File: src/rtl/bin2seg_if.sv
// Handshake and result bundle between a requester and the bin2seg converter.
// The master issues start/bin; the slave returns status and display data.
interface bin2seg_if;
  logic        start;
  logic [15:0] bin;
  logic        busy;
  logic        done;
  logic [15:0] bcd;
  logic [31:0] LED;
  logic        ovf;

  modport master (
    output start, bin,
    input  busy, done, bcd, LED, ovf
  );

  modport slave (
    input  start, bin,
    output busy, done, bcd, LED, ovf
  );
endinterface

File: src/rtl/bin2seg_conv.sv
// 16-bit binary to 4-digit BCD converter (serial double dabble)
// with registered seven-segment patterns and saturation at 9999.
module bin2seg_conv #(
  parameter bit LZ_BLANK = 1'b0
) (
  input  logic     clk,
  input  logic     rst,
  bin2seg_if.slave bus
);

  typedef enum logic [1:0] {
    IDLE  = 2'd0,
    SHIFT = 2'd1,
    OUT   = 2'd2
  } state_e;

  state_e      state_q;
  logic [15:0] bin_q;
  logic [15:0] sh_q;
  logic [15:0] acc_q;
  logic [3:0]  cnt_q;
  logic [15:0] bcd_q;
  logic [31:0] led_q;
  logic        busy_q;
  logic        done_q;
  logic        ovf_q;

  function automatic logic [7:0] seg7(input logic [3:0] d);
    logic [7:0] s;
    case (d)
      4'd0:    s = 8'h3F;
      4'd1:    s = 8'h06;
      4'd2:    s = 8'h5B;
      4'd3:    s = 8'h4F;
      4'd4:    s = 8'h66;
      4'd5:    s = 8'h6D;
      4'd6:    s = 8'h7D;
      4'd7:    s = 8'h07;
      4'd8:    s = 8'h7F;
      4'd9:    s = 8'h6F;
      default: s = 8'h00;
    endcase
    return s;
  endfunction

  function automatic logic [3:0] dab(input logic [3:0] n);
    return (n >= 4'd5) ? n + 4'd3 : n;
  endfunction

  logic [15:0] acc_adj;
  logic [31:0] sh_nxt;
  logic        ovf_d;
  logic [15:0] res_d;
  logic        z3;
  logic        z2;
  logic        z1;
  logic [31:0] led_d;

  always_comb begin
    acc_adj = {dab(acc_q[15:12]), dab(acc_q[11:8]),
               dab(acc_q[7:4]), dab(acc_q[3:0])};
    sh_nxt  = {acc_adj, sh_q} << 1;
  end

  // Out-of-range values saturate to 9999 with ovf flagged.
  always_comb begin
    ovf_d = (bin_q > 16'd9999);
    res_d = ovf_d ? 16'h9999 : acc_q;
    z3    = (res_d[15:12] == 4'd0);
    z2    = z3 && (res_d[11:8] == 4'd0);
    z1    = z2 && (res_d[7:4] == 4'd0);
    led_d = {
      (LZ_BLANK && z3) ? 8'h00 : seg7(res_d[15:12]),
      (LZ_BLANK && z2) ? 8'h00 : seg7(res_d[11:8]),
      (LZ_BLANK && z1) ? 8'h00 : seg7(res_d[7:4]),
      seg7(res_d[3:0])
    };
  end

  always_ff @(posedge clk) begin
    if (rst) begin
      state_q <= IDLE;
      bin_q   <= '0;
      sh_q    <= '0;
      acc_q   <= '0;
      cnt_q   <= '0;
      bcd_q   <= '0;
      led_q   <= 32'h3F3F3F3F;
      busy_q  <= 1'b0;
      done_q  <= 1'b0;
      ovf_q   <= 1'b0;
    end else begin
      done_q <= 1'b0;
      case (state_q)
        IDLE: begin
          if (bus.start) begin
            bin_q   <= bus.bin;
            sh_q    <= bus.bin;
            acc_q   <= '0;
            cnt_q   <= '0;
            busy_q  <= 1'b1;
            state_q <= SHIFT;
          end
        end
        SHIFT: begin
          acc_q <= sh_nxt[31:16];
          sh_q  <= sh_nxt[15:0];
          cnt_q <= cnt_q + 4'd1;
          if (cnt_q == 4'd15) begin
            state_q <= OUT;
          end
        end
        OUT: begin
          bcd_q   <= res_d;
          led_q   <= led_d;
          ovf_q   <= ovf_d;
          done_q  <= 1'b1;
          busy_q  <= 1'b0;
          state_q <= IDLE;
        end
        default: begin
          busy_q  <= 1'b0;
          state_q <= IDLE;
        end
      endcase
    end
  end

  assign bus.busy = busy_q;
  assign bus.done = done_q;
  assign bus.bcd  = bcd_q;
  assign bus.LED  = led_q;
  assign bus.ovf  = ovf_q;

endmodule

File: src/flat_wrapper.sv
// flat-port wrapper written by rule: the top's interface ports become plain ports
module bin2seg_conv_flat 
#(
  parameter bit LZ_BLANK = 1'b0
)
  (clk, rst, bus_start, bus_bin, bus_busy, bus_done, bus_bcd, bus_LED, bus_ovf);
  bin2seg_if bus_i ();
  input  logic clk;
  input  logic rst;
  input wire logic [$bits(bus_i.start)-1:0] bus_start;
  input wire logic [$bits(bus_i.bin)-1:0] bus_bin;
  output wire logic [$bits(bus_i.busy)-1:0] bus_busy;
  output wire logic [$bits(bus_i.done)-1:0] bus_done;
  output wire logic [$bits(bus_i.bcd)-1:0] bus_bcd;
  output wire logic [$bits(bus_i.LED)-1:0] bus_LED;
  output wire logic [$bits(bus_i.ovf)-1:0] bus_ovf;
  assign bus_i.start = bus_start;
  assign bus_i.bin = bus_bin;
  assign bus_busy = bus_i.busy;
  assign bus_done = bus_i.done;
  assign bus_bcd = bus_i.bcd;
  assign bus_LED = bus_i.LED;
  assign bus_ovf = bus_i.ovf;
  bin2seg_conv #(.LZ_BLANK(LZ_BLANK)) u_core (.clk(clk), .rst(rst), .bus(bus_i));
endmodule
File: config.mk
export PLATFORM = sky130hd
export DESIGN_NAME = bin2seg_conv_flat
export DESIGN_NICKNAME = d
export VERILOG_FILES = /design/src/rtl/bin2seg_if.sv /design/src/rtl/bin2seg_conv.sv /design/src/flat_wrapper.sv
export SDC_FILE = /design/constraint.sdc
export NUM_CORES = 1
export LEC_CHECK = 0
export CORE_MARGIN = 1
export CORE_UTILIZATION = 54
export DETAILED_ROUTE_END_ITERATION = 10
export PLACE_DENSITY = 0.8
export SLEW_MARGIN = 20
export SYNTH_ARGS = -nofsm -noshare
export SYNTH_HDL_FRONTEND = slang
export SYNTH_SLANG_ARGS = --single-unit
File: constraint.sdc
create_clock -name clk -period 2.7 [get_ports clk]
set_clock_uncertainty 0.2 [all_clocks]
set_input_delay 0.27 -clock clk [delete_from_list [all_inputs] [get_ports clk]]
set_output_delay 0.27 -clock clk [all_outputs]
set_load 0.005 [all_outputs]
After elaboration in Yosys (flattened, before gate mapping)
Memory sizes are Yosys's and may differ from the RTL's. A register that Yosys moved wholly into a read port is not among the register bits.
Index checks and enable logic that the tools add are counted.
Widths: inputs -> output; s select.
- flip-flop bits (word level): 105
- ROM bits: 448
- input port bits: 19
- output and inout bits: 51
- memories kept: 4
- memories (name ; depth ; width ; rd ports ; clocked after memory_dff ; write ports ; line ; source):
    (no name shown) ; 16 ; 7 ; 1 ; 1 ; 0 ; bin2seg_conv.sv:30 ; case (d)
    (no name shown) ; 16 ; 7 ; 1 ; 1 ; 0 ; bin2seg_conv.sv:30 ;
    (no name shown) ; 16 ; 7 ; 1 ; 1 ; 0 ; bin2seg_conv.sv:30 ;
    (no name shown) ; 16 ; 7 ; 1 ; 1 ; 0 ; bin2seg_conv.sv:30 ;
- add/subtract/negate cells: 5
- order comparisons: 5
- equality and inequality tests: 5
- multiplexer cells: 17
- bitwise logic cells: 1
- reduce and logical (&&, ||, !) cells: 6
- operators with widths (operator ; number):
    $pmux 16 s2 ; 2
    $mux 16 ; 3
    $ge 4x3->1 const B ; 4
    $gt 16x14->1 const B ; 1
    $mux 4 ; 4
    $add 4x2->4 const B ; 3
    $pmux 4 s2 ; 1
    $reduce_and 2->1 ; 4
    $add 4x1->4 const B ; 1
    $eq 4x4->1 const B ; 1
    $mux 2 ; 2
    $pmux 2 s2 ; 1
    $add 3x2->3 const B ; 1
    $mux 3 ; 1
    $eq 2x1->1 const B ; 1
    $eq 2x2->1 const B ; 1
    $logic_not 2->1 ; 1
    $mux 1 ; 2
    $ne 2x1->1 const B ; 1
    $ne 2x2->1 const B ; 1
    $pmux 1 s2 ; 1
    $reduce_bool 2->1 ; 1
    $not 1->1 ; 1

Logic depth before layout (Yosys ltp)
- word-level depth: 3
- depth in mapped cells: 11

Worst setup path after synthesis
No wires, ideal clock.
- path type: register -> register
- start point: register u_core.bin_q[4]
- end point: register u_core.led_q[13] (netlist: u_core.bus.LED[13])
- arrival time: 2.097 ns
- data required time: 2.374 ns
- setup slack: 0.276 ns
- cell stages (with the launch flop): 10
- cells stage by stage: dfxtp_1 -> nor4_4 -> o211a_1 -> buf_2 -> buf_2 -> nand2_1 -> ha_1 -> mux2_2 -> a2111oi_0 -> o21bai_1
- longest elaborated chain between the ends: 2
- RTL lines (element ; line ; source):
    start, declared ; bin2seg_conv.sv:18 ; logic [15:0] bin_q;
    start signal, assigned ; bin2seg_conv.sv:97 ; bin_q <= bus.bin;
    $gt 16x14->1 ; bin2seg_conv.sv:67 ; ovf_d = (bin_q > 16'd9999);
    $mux 16 ; bin2seg_conv.sv:68 ; res_d = ovf_d ? 16'h9999 : acc_q;
    end, declared ; bin2seg_conv.sv:23 ; logic [31:0] led_q;
No other way between the ends.
A chain may end at the register's enable or synchronous reset.

Final worst setup path
- start point: register u_core.bin_q[4]
- end point: register u_core.led_q[21] (netlist: u_core.bus.LED[21])
The elaborated chain is that of the path after synthesis.

==> summary.txt <==
Clocking
  – Level count of the clock H-tree: 3
  – Clock sinks: a little under 100
  – Clock transition at the register clock pins on the worst setup and hold paths after CTS: approximately 90 ps
  – Cts-stage hold buffer count: 0
  – Max Buffers Root-to-Sink: 2
  – Worst-skew pair later-pin latency: 360 ps
  – Root buffer selected by CTS: sky130_fd_sc_hd__clkbuf_8
  – Inserted Clock Buffers: 9
  – TritonCTS clock tree: done

Hold path
  – Count of cells along the worst hold path: 2
  – Hold Crit Class: primary input to flip-flop

Routing
  – Post-detailed-route wirelength per cell: between 10 and 15 um
  – Wire length reported by the detailed router: around 11 mm
  – DR pass1 iterations: 5
  – Antenna Violating Nets Remaining: 0
  – Via density per instance: 5.690
  – DRC Markers: 0
  – Vias: 4,188
  – DRC marker count from the first detailed-route iteration: between 200 and 250

Final layout
  – Filler-free cell count of the finished design: ~740
  – Layout Nets: slightly below 700
  – Flip-flop and latch area: 1942 sq um
  – Filler cell count in the final layout: 684
  – Fraction of layout instances using a drive strength above 1: under 10%
  – Area overhead of the layout relative to synthesis: 19.94%
  – Antenna diodes: 0
  – Combined area of the multi-input logic cells: 2479 sq um

Run status
  – Outcome: finished, final reports clean

Synthesis
  – Share of the synthesized area in the top cell type: 41.38%
  – Post-synth EDFFs: 0
  – Cell Area, Synth: 4693 sq um
  – Commonest register cell after synthesis: sky130_fd_sc_hd__dfxtp_1
  – Proportion of synthesized flip-flops having asynchronous set or reset: 0%
  – Post-synthesis cell type count: 44
  – Register area share after synthesis: 41.38%
  – Area contributors post-synth: sky130_fd_sc_hd__dfxtp_1, sky130_fd_sc_hd__ha_1, sky130_fd_sc_hd__a21oi_1
  – Largest area contributor in the netlist: sky130_fd_sc_hd__dfxtp_1
  – Post-synthesis average cell area: just over 8 sq um
  – Seq cells post-synth: just under 100
  – Number of warning messages in the yosys log: 0
  – Cell count after synthesis: 578

Critical path
  – Length in cells of the worst reg-to-reg path: 7
  – Arrival time at the worst endpoint: 2600 ps
  – Kind of launch point of the worst setup path: flip-flop
  – Largest fanout of any net on the critical path: 9
  – Path type of the worst setup path: flip-flop to flip-flop
  – Data required time at the worst endpoint: 2740 ps
  – Nature of the critical path endpoint: flip-flop

Place
  – Port Buf Inserts: 65
  – Placed wire-length estimate after detailed placement: 7.504 mm
  – Dpl cells: between 700 and 800
  – RD Place Congestion: approximately 0.87

Timing
  – Top achievable clock speed: 390.6 MHz
  – Number of pins with negative max-slew slack in the final report: 0
  – Relative slew slack: 56.96%
  – Final number of setup-violating endpoints: 0
  – Final hold violations: 0
  – Sum Neg Setup Slack: 0 ps
  – RSZ-0062 raised after global routing: no
  – Post-route clock period utilization: between 90% and 100%
  – Fin Hold WS: 175.0 ps
  – Post-layout min period: 2560 ps
  – Tightest Pin Transition: approximately 650 ps

Global route
  – Largest net degree at the start of global routing: 47
  – Vias in the first global route: 3,945
  – Total global routing overflow: 0
  – Wire length of the first global-routing pass: 18.26 mm
  – Overall Global Routing Usage: 25.49%
  – Number of antenna violations at the first check in global routing: 0

Floorplan
  – I/O pin count: 70
  – Horizontal extent of the die: 95.23 um
  – DIE HEIGHT: 95.23 um
  – Initial Utilization: 56.55%
  – Std-Cell Rows: 33
  – Area of the die: 9068 sq um
  – Core box area: slightly above 8000 sq um

Power and ir drop
  – Maximum VDD drop: 0.0003277 V
  – Power per cell area: 501.0 nW/um^2
  – Leakage power figure: ~2.2 nW

Job
  – Number of maximum-capacitance constraint violations: 0
[kinds of logic after synthesis]
logic type      after synthesis  synth area share (%)
other cells                   1               0.07990
mux                           7                 1.573
buf+inv                      71                 6.532
fa+ha+maj                    33                 8.798
simple gates                217                 21.81
flops                        97                 41.38
compound gates              143                 18.16
xor+xnor                      9                 1.679
[per-layer routing]
metal	track usage, %	vias to the layer above	routed length, um
met5	0	-	0
met4	9.848	0	183
met3	4.226	22	502
met2	41.90	123	5216
met1	33.30	1984	4967
li1	-	2059	-
[through the flow]
stage	setup WS (ps)	area, sq um	util (%)	power (mW)
after floorplan	276.4	4705	-	1.705
after global placement	233.3	5391	64.96	1.795
after detailed placement	64.92	5391	64.96	1.805
after CTS	37.90	5609	67.59	2.819
after global routing	12.34	5629	67.83	2.930
final	139.8	5629	67.83	2.820
[critical path, cell delays in order (launching register included)]
cell and delay, ps:
sky130_fd_sc_hd__dfxtp_1 350, sky130_fd_sc_hd__nor4_4 390, sky130_fd_sc_hd__o211a_4 300, sky130_fd_sc_hd__nand2_1 150, sky130_fd_sc_hd__ha_1 240, sky130_fd_sc_hd__mux2_2 270
sky130_fd_sc_hd__a2111oi_0 450, sky130_fd_sc_hd__o21bai_1 100
[state kept, by name, summed over array words and instances (netlist names)]
signal           cells
u_core.bus.LED      28
u_core.acc_q        16
u_core.bus.bcd      16
u_core.sh_q         16
u_core.bin_q        12
u_core.cnt_q         4
u_core.state_q       2
u_core.bus.busy      1
u_core.bus.done      1
u_core.bus.ovf       1
[power by group]
group,total (mW),switching [mW],internal (mW)
combinational,0.298,0.181,0.117
clock,1.04,0.512,0.526
sequential,1.48,0.0224,1.46
total,2.82,0.715,2.10
[timing repair]
action	CTS	global route
resized for setup	0	6
buffers inserted	0	0
endpoints found under the setup margin	0	8
[cells in the final DEF (no fill, tap or decap), types with 3 or more instances in the layout]
cell type                          n
sky130_fd_sc_hd__a2111oi_0         5
sky130_fd_sc_hd__a211oi_1          6
sky130_fd_sc_hd__a21oi_1          68
sky130_fd_sc_hd__a22o_1            8
sky130_fd_sc_hd__a31oi_1          19
sky130_fd_sc_hd__and3_1            3
sky130_fd_sc_hd__buf_4            17
sky130_fd_sc_hd__clkbuf_8          9
sky130_fd_sc_hd__clkdlybuf4s50_1  64
sky130_fd_sc_hd__conb_1            4
sky130_fd_sc_hd__dfxtp_1          97
sky130_fd_sc_hd__ha_1             33
sky130_fd_sc_hd__inv_1            23
sky130_fd_sc_hd__mux2_2            3
sky130_fd_sc_hd__mux2i_1           4
sky130_fd_sc_hd__nand2_1          80
sky130_fd_sc_hd__nand2b_1         13
sky130_fd_sc_hd__nand3_1          19
sky130_fd_sc_hd__nand3b_1          3
sky130_fd_sc_hd__nor2_1           48
sky130_fd_sc_hd__nor2b_1           8
sky130_fd_sc_hd__nor3_1           21
sky130_fd_sc_hd__nor4_1            3
sky130_fd_sc_hd__o21ai_0          20
sky130_fd_sc_hd__o21bai_1          7
sky130_fd_sc_hd__or3_1             9
sky130_fd_sc_hd__xnor2_1           4
sky130_fd_sc_hd__xor2_1            5
[cells in the mapped netlist, types with 3 or more instances]
master / n
sky130_fd_sc_hd__buf_4: 4
sky130_fd_sc_hd__inv_1: 23
sky130_fd_sc_hd__clkbuf_1: 24
sky130_fd_sc_hd__a2111oi_0: 6
sky130_fd_sc_hd__or3_1: 9
sky130_fd_sc_hd__a31oi_1: 19
sky130_fd_sc_hd__a211oi_1: 6
sky130_fd_sc_hd__nor3_1: 21
sky130_fd_sc_hd__o21bai_1: 7
sky130_fd_sc_hd__nand3b_1: 3
sky130_fd_sc_hd__mux2i_1: 4
sky130_fd_sc_hd__nor4_1: 3
sky130_fd_sc_hd__nand2b_1: 13
sky130_fd_sc_hd__nor2_1: 49
sky130_fd_sc_hd__buf_1: 5
sky130_fd_sc_hd__a21oi_1: 68
sky130_fd_sc_hd__ha_1: 33
sky130_fd_sc_hd__nor2b_1: 9
sky130_fd_sc_hd__a22o_1: 8
sky130_fd_sc_hd__mux2_2: 3
sky130_fd_sc_hd__dfxtp_1: 97
sky130_fd_sc_hd__nand2_1: 80
sky130_fd_sc_hd__and3_1: 3
sky130_fd_sc_hd__nand3_1: 19
sky130_fd_sc_hd__xnor2_1: 4
sky130_fd_sc_hd__buf_2: 12
sky130_fd_sc_hd__xor2_1: 5
sky130_fd_sc_hd__o21ai_0: 21
[final cells by class]
cell class	count	share of cell area [%]
Clock buffer	10	2.267
Tap cell	105	2.334
Timing Repair Buffer	82	13.74
Sequential cell	97	34.50
Inverter	23	1.534
Multi-Input combinational cell	413	44.03
Clock inverter	6	1.600
[worst paths after layout]
path,from,endpoint,slack (ps)
min reg2reg,u_core.bus.bcd[6],u_core.bus.bcd[6],260
max,u_core.bin_q[4],u_core.bus.LED[21],140
max reg2reg,u_core.bin_q[4],u_core.bus.LED[21],140
min,rst,u_core.cnt_q[3],170
(Power assumes the default switching activity.)
==> variant 1: new RTL, same settings <==
`LZ_BLANK` is set to 1'b0 in 2 places; all go to 1'b1.
--- a/src/rtl/bin2seg_conv.sv
+++ b/src/rtl/bin2seg_conv.sv
@@ -3,3 +3,3 @@
 module bin2seg_conv #(
-  parameter bit LZ_BLANK = 1'b0
+  parameter bit LZ_BLANK = 1'b1
 ) (
--- a/src/flat_wrapper.sv
+++ b/src/flat_wrapper.sv
@@ -3,3 +3,3 @@
 #(
-  parameter bit LZ_BLANK = 1'b0
+  parameter bit LZ_BLANK = 1'b1
 )
Function: no difference found for any inputs over 10 cycles, from zero or initial values and one cycle with rst high; that may be too few to reach the edited logic, so the function may still have changed.
==> variant 1 against the unedited design <==
Routed wire length grew 8.5%; setup slack lost 0.051 ns; synthesized cell count grew 5.7%; die area grew 5.2%; final cell count grew 5.7%; total power grew 1.7%; the run now ends with DRC left; sequential cell count is the same; design area grew 6.5%; count of clock-buffer cells in the layout is the same; combinational power grew 34%; synthesized area grew 5.3%; critical endpoint is now u_core.bus.LED[11]$_SDFFE_PP1P_.
==> variant 1: results (changes against the unedited design) <==
SYNTH_XOR_XNOR_AREA_SHARE_PCT=1.418  # was 1.680%
CRITICAL_PATH.MAX_FANOUT=13  # was 9
YS_TYPES=54  # was 44
CRITPATHMAXSTAGEDELAY_NS=0.35  # was 0.45 ns
CRITICAL_PATH.SLOWEST_CELL='sky130_fd_sc_hd__dfxtp_1'  # was sky130_fd_sc_hd__a2111oi_0
DIODES=0  # unchanged
DRIVE_ABOVE_1_SHARE_PCT=10.90  # was 7.132%
POST_SYNTH_MUX_AREA_SHARE_PCT=0.6076  # was 1.573%
DRT-INITIAL-DRC-COUNT=250  # was 237
PRE_CTS_SLACK_NS=0.04162  # was 0.06492 ns
DRTPASS1ITERATIONS=7  # was 5
POST_SYNTHESIS_SHARE_OF_CELL_AREA_SPENT_ON_FULL_ADDERS_HALF_ADDERS_AND_MAJORITY_GATES_PCT=7.595  # was 8.798%
POST_SYNTH_MOST_FREQUENT_CELLS='sky130_fd_sc_hd__dfxtp_1 (97), sky130_fd_sc_hd__nor2_1 (84), sky130_fd_sc_hd__a21oi_1 (62), sky130_fd_sc_hd__nand2_1 (61), sky130_fd_sc_hd__clkbuf_1 (36)'  # was sky130_fd_sc_hd__dfxtp_1 (97), sky130_fd_sc_hd__nand2_1 (80), sky130_fd_sc_hd__a21oi_1 (68), sky130_fd_sc_hd__nor2_1 (49), sky130_fd_sc_hd__ha_1 (33)
SYNTH.YOSYS.WARNINGS=0  # unchanged
TIMING_WORST_SLEW_PIN_VALUE_NS=0.7340  # was 0.6456 ns
GRTUSAGETOTAL_PCT=24.53  # was 25.49%
SEQ_AREA_FRAC_SYNTH_PCT=39.29  # was 41.38%
ROUTED_LENGTH_PER_INSTANCE_UM=15.15  # was 14.77 um
SYNTH_AREA_LEADERS='sky130_fd_sc_hd__dfxtp_1 (39%), sky130_fd_sc_hd__ha_1 (7.6%), sky130_fd_sc_hd__nor2_1 (6.4%), sky130_fd_sc_hd__a21oi_1 (6.3%), sky130_fd_sc_hd__nand2_1 (4.6%)'  # was sky130_fd_sc_hd__dfxtp_1 (41%), sky130_fd_sc_hd__ha_1 (8.8%), sky130_fd_sc_hd__a21oi_1 (7.3%), sky130_fd_sc_hd__nand2_1 (6.4%), sky130_fd_sc_hd__nor2_1 (3.9%)
VIA_PER_INST=5.740  # was 5.690
CP.ARRIVAL_NS=2.65  # was 2.60 ns
VIOLATIONS='DRC'
GRT_PASS1_WL_MM=19.15  # was 18.26 mm
HPWL_MM=8.056  # was 7.504 mm
ROUTABILITY_CONGESTION=0.8542  # was 0.8705
CELLLEAKAGEPOWER_nW=2.325  # was 2.174 nW
OUTCOME='complete, but fails checks'  # was complete, no violations
NUMBER_OF_GLOBAL_ROUTE_VIAS_BEFORE_REPAIR=4162  # was 3945
GRT_START_MAX_NET_PINS=92  # was 47
DRC_ERRORS=10  # was 0
PEAKVDDDROP_mV=0.3223  # was 0.3277 mV
COMPOUND_GATE_PORTION_OF_THE_SYNTHESIZED_AREA_PCT=24.35  # was 18.16%
MAXCAPVIOLCOUNT=0  # unchanged
NUM-NETS-FINAL=714  # was 678
variant 1: final timing paths:
path	start	to	slack, ns	cells after the start
worst min-delay path	rst	u_core.bus.LED[13]$_SDFFE_PP1P_	0.06	3
worst max-delay path	u_core.bin_q[7]$_SDFFE_PP0P_	u_core.bus.LED[11]$_SDFFE_PP1P_	0.09	10
worst max register to register	u_core.bin_q[7]$_SDFFE_PP0P_	u_core.bus.LED[11]$_SDFFE_PP1P_	0.09	10
worst min register to register	u_core.bus.bcd[1]$_SDFFE_PP0P_	u_core.bus.bcd[1]$_SDFFE_PP0P_	0.26	2
variant 1: power by group:
group | internal (mW) | switching, mW | leakage, nW
Combinational | 0.165 | 0.235 | 1.44
Sequential | 1.47 | 0.0298 | 0.789
Clock | 0.455 | 0.514 | 0.0949
Total | 2.09 | 0.780 | 2.32
variant 1: critical path, delay by kind of cell, from the launching register on:
| kind | cells | cell delay, ns |
|---|---|---|
| AND/OR/NAND/NOR | 3 | 0.68 |
| buffers and inverters | 3 | 0.54 |
| AO/OA/AOI/OAI | 3 | 0.45 |
| flip-flops | 1 | 0.35 |
| adder cells (fa/ha/maj) | 1 | 0.28 |
variant 1: kinds of logic (layout without fill, tap and decap cells):
| family | Yosys count | in the layout |
|---|---|---|
| and+or+nand+nor | 216 | 216 |
| AOI/OAI and AO/OA | 173 | 173 |
| DFF | 97 | 97 |
| buffers and inverters | 83 | 139 |
| adders and majority gates | 30 | 30 |
| xor gates and xnor gates | 8 | 8 |
| muxes | 3 | 3 |
| other | 1 | 4 |
variant 1: repair_timing:
| item | CTS | global route |
|---|---|---|
| endpoints found under the setup margin | 0 | 20 |
| hold endpoints to repair | 0 | 0 |
| resized for setup | 0 | 14 |
| buffers inserted | 0 | 4 |
variant 1: metrics by stage:
step,total power [mW],instance area [um^2],instances,hold slack [ns]
floorplan,1.772,4959,614,0.2060
global placement,1.884,5703,758,0.2437
detailed placement,1.896,5703,758,0.2501
CTS,2.851,5907,774,0.03514
global route,2.982,5996,778,0.07591
finish,2.868,5996,778,0.05573
variant 1: per-layer routing:
layer	part of all wire, %	track usage [%]	vias to the layer above
met3	4.8	3.237	16
met5	0	0	-
met4	1.3	9.674	0
li1	-	-	2226
met1	46	31.69	2092
met2	48	41.41	132
variant 1: area by class of cell:
cell class              instances  area (um^2)
clock inverters                 6        66.31
flip-flops and latches         97         1942
multi-input cells             434         2734
well taps                     108        135.1
fillers                       728         2810
repair buffers                 92        864.6
inverters                      31        116.4
clock buffers                  10        137.6
==> variant 2: new RTL, config.mk and constraints unchanged <==
Made on the original files. The 3 states of `state_e` get a one-hot encoding in 3 bits.
--- a/src/rtl/bin2seg_conv.sv
+++ b/src/rtl/bin2seg_conv.sv
@@ -10,6 +10,6 @@
 
-  typedef enum logic [1:0] {
-    IDLE  = 2'd0,
-    SHIFT = 2'd1,
-    OUT   = 2'd2
+  typedef enum logic [2:0] {
+    IDLE  = 3'b001,
+    SHIFT = 3'b010,
+    OUT   = 3'b100
   } state_e;
Function: same outputs for any inputs over 10 cycles, from zero or initial values and one cycle with rst high; not proved beyond that.
==> variant 2 against the unedited design <==
Design area decreased by 0.38%; global-route usage grew 0.31 points; setup slack better by 0.031 ns; total power shrank 1.7%; clock power decreased by 5%; synthesized area up 1.4%; routed wire length is 1.9% higher; sequential cell count rose by 1.
==> variant 2: results (changes against the unedited design) <==
P_INT_mW=2.027  # was 2.105 mW
MET2_USAGE_PCT=42.02  # was 41.90%
WORSTSETUPENDPOINT='u_core.bus.LED[2]$_SDFFE_PP1P_'  # was u_core.bus.LED[21]$_SDFFE_PP1P_
TIMING_WORST_SLEW_PIN_VALUE_NS=0.8648  # was 0.6456 ns
TIMING.HOLD.WORST_ENDPOINT='u_core.sh_q[7]$_SDFFE_PP0P_'  # was u_core.cnt_q[3]$_SDFFE_PP0P_
VIA_PER_INST=5.875  # was 5.690
DP_CELLS=704  # was 720
POST_SYNTHESIS_AVERAGE_CELL_AREA_UM2=8.319  # was 8.120 um^2
POST_SYNTHESIS_SHARE_OF_CELL_AREA_SPENT_ON_FULL_ADDERS_HALF_ADDERS_AND_MAJORITY_GATES_PCT=8.677  # was 8.798%
GRT_START_MAX_NET_PINS=62  # was 47
ROUTED_LENGTH_PER_INSTANCE_UM=15.38  # was 14.77 um
GRTUSAGETOTAL_PCT=25.80  # was 25.49%
OUTCOME='complete, no violations'  # unchanged
TIMING.REG2REG.WORST_PATH_DEPTH=8  # was 7
PEAKVDDDROP_mV=0.2776  # was 0.3277 mV
SYNTH_AREA_LEADERS='sky130_fd_sc_hd__dfxtp_1 (41%), sky130_fd_sc_hd__ha_1 (8.7%), sky130_fd_sc_hd__a21oi_1 (6.6%), sky130_fd_sc_hd__nand2_1 (4.3%), sky130_fd_sc_hd__nor2_1 (4.3%)'  # was sky130_fd_sc_hd__dfxtp_1 (41%), sky130_fd_sc_hd__ha_1 (8.8%), sky130_fd_sc_hd__a21oi_1 (7.3%), sky130_fd_sc_hd__nand2_1 (6.4%), sky130_fd_sc_hd__nor2_1 (3.9%)
GRT.MET1_USAGE_PCT=33.76  # was 33.30%
HPWL_MM=7.551  # was 7.504 mm
PRE_CTS_SLACK_NS=0.2584  # was 0.06492 ns
SYNTH_XOR_XNOR_AREA_SHARE_PCT=2.025  # was 1.680%
SEQ_AREA_FRAC_SYNTH_PCT=41.23  # was 41.38%
CP.ARRIVAL_NS=2.55  # was 2.60 ns
CELLLEAKAGEPOWER_nW=2.131  # was 2.174 nW
POST_SYNTH_MUX_AREA_SHARE_PCT=1.052  # was 1.573%
MET3_USAGE_PCT=4.265  # was 4.226%
FINALNONFILLERCELLS=720  # was 736
ROUTABILITY_CONGESTION=0.8104  # was 0.8705
POST_SYNTH_MOST_FREQUENT_CELLS='sky130_fd_sc_hd__dfxtp_1 (98), sky130_fd_sc_hd__a21oi_1 (63), sky130_fd_sc_hd__nand2_1 (54), sky130_fd_sc_hd__nor2_1 (54), sky130_fd_sc_hd__ha_1 (33)'  # was sky130_fd_sc_hd__dfxtp_1 (97), sky130_fd_sc_hd__nand2_1 (80), sky130_fd_sc_hd__a21oi_1 (68), sky130_fd_sc_hd__nor2_1 (49), sky130_fd_sc_hd__ha_1 (33)
## variant 2: power groups by stage
stage | sequential, mW | clock [mW] | combinational (mW)
after floorplan | 1.53 | 0 | 0.198
after global placement | 1.53 | 0 | 0.268
after detailed placement | 1.53 | 0 | 0.278
after CTS | 1.50 | 1.01 | 0.280
after global routing | 1.50 | 1.08 | 0.314
final | 1.50 | 0.992 | 0.281
## variant 2: logic make-up (layout without fill, tap and decap cells)
family | after synthesis | after routing
and+or+nand+nor | 196 | 196
AOI/OAI and AO/OA | 155 | 155
DFF | 98 | 98
buffers and inverters | 73 | 113
adders and majority gates | 33 | 33
xor gates and xnor gates | 11 | 11
muxes | 5 | 5
other | 1 | 4
## variant 2: final cells by class
cell class | count | area (um^2) | area share, %
multi-input cells | 404 | 2491 | 44.42
flip-flops and latches | 98 | 1962 | 34.98
repair buffers | 75 | 733.2 | 13.07
well taps | 105 | 131.4 | 2.343
clock buffers | 9 | 123.9 | 2.209
clock inverters | 7 | 83.83 | 1.495
inverters | 22 | 82.58 | 1.473
## variant 2: critical path: cells and delay by family (launching register included)
| kind | cells | cell delay (ns) |
|---|---|---|
| and+or+nand+nor | 4 | 0.99 |
| AOI/OAI and AO/OA | 3 | 0.64 |
| DFF | 1 | 0.35 |
| adders and majority gates | 1 | 0.21 |
## variant 2: metal layers
metal,part of all wire (%),wire length [um]
met1,45,5031
met2,48,5277
met3,5.2,572
met4,1.7,191
met5,0,0
## variant 2: through the flow
step           power [mW]  hold slack [ns]  cell area [um^2]
4_1_cts             2.787           0.1456              5608
6_report            2.772           0.1578              5608
5_1_grt             2.894           0.1480              5608
3_3_place_gp        1.797           0.2400              5400
2_1_floorplan       1.723           0.1627              4770
3_5_place_dp        1.810           0.2470              5400
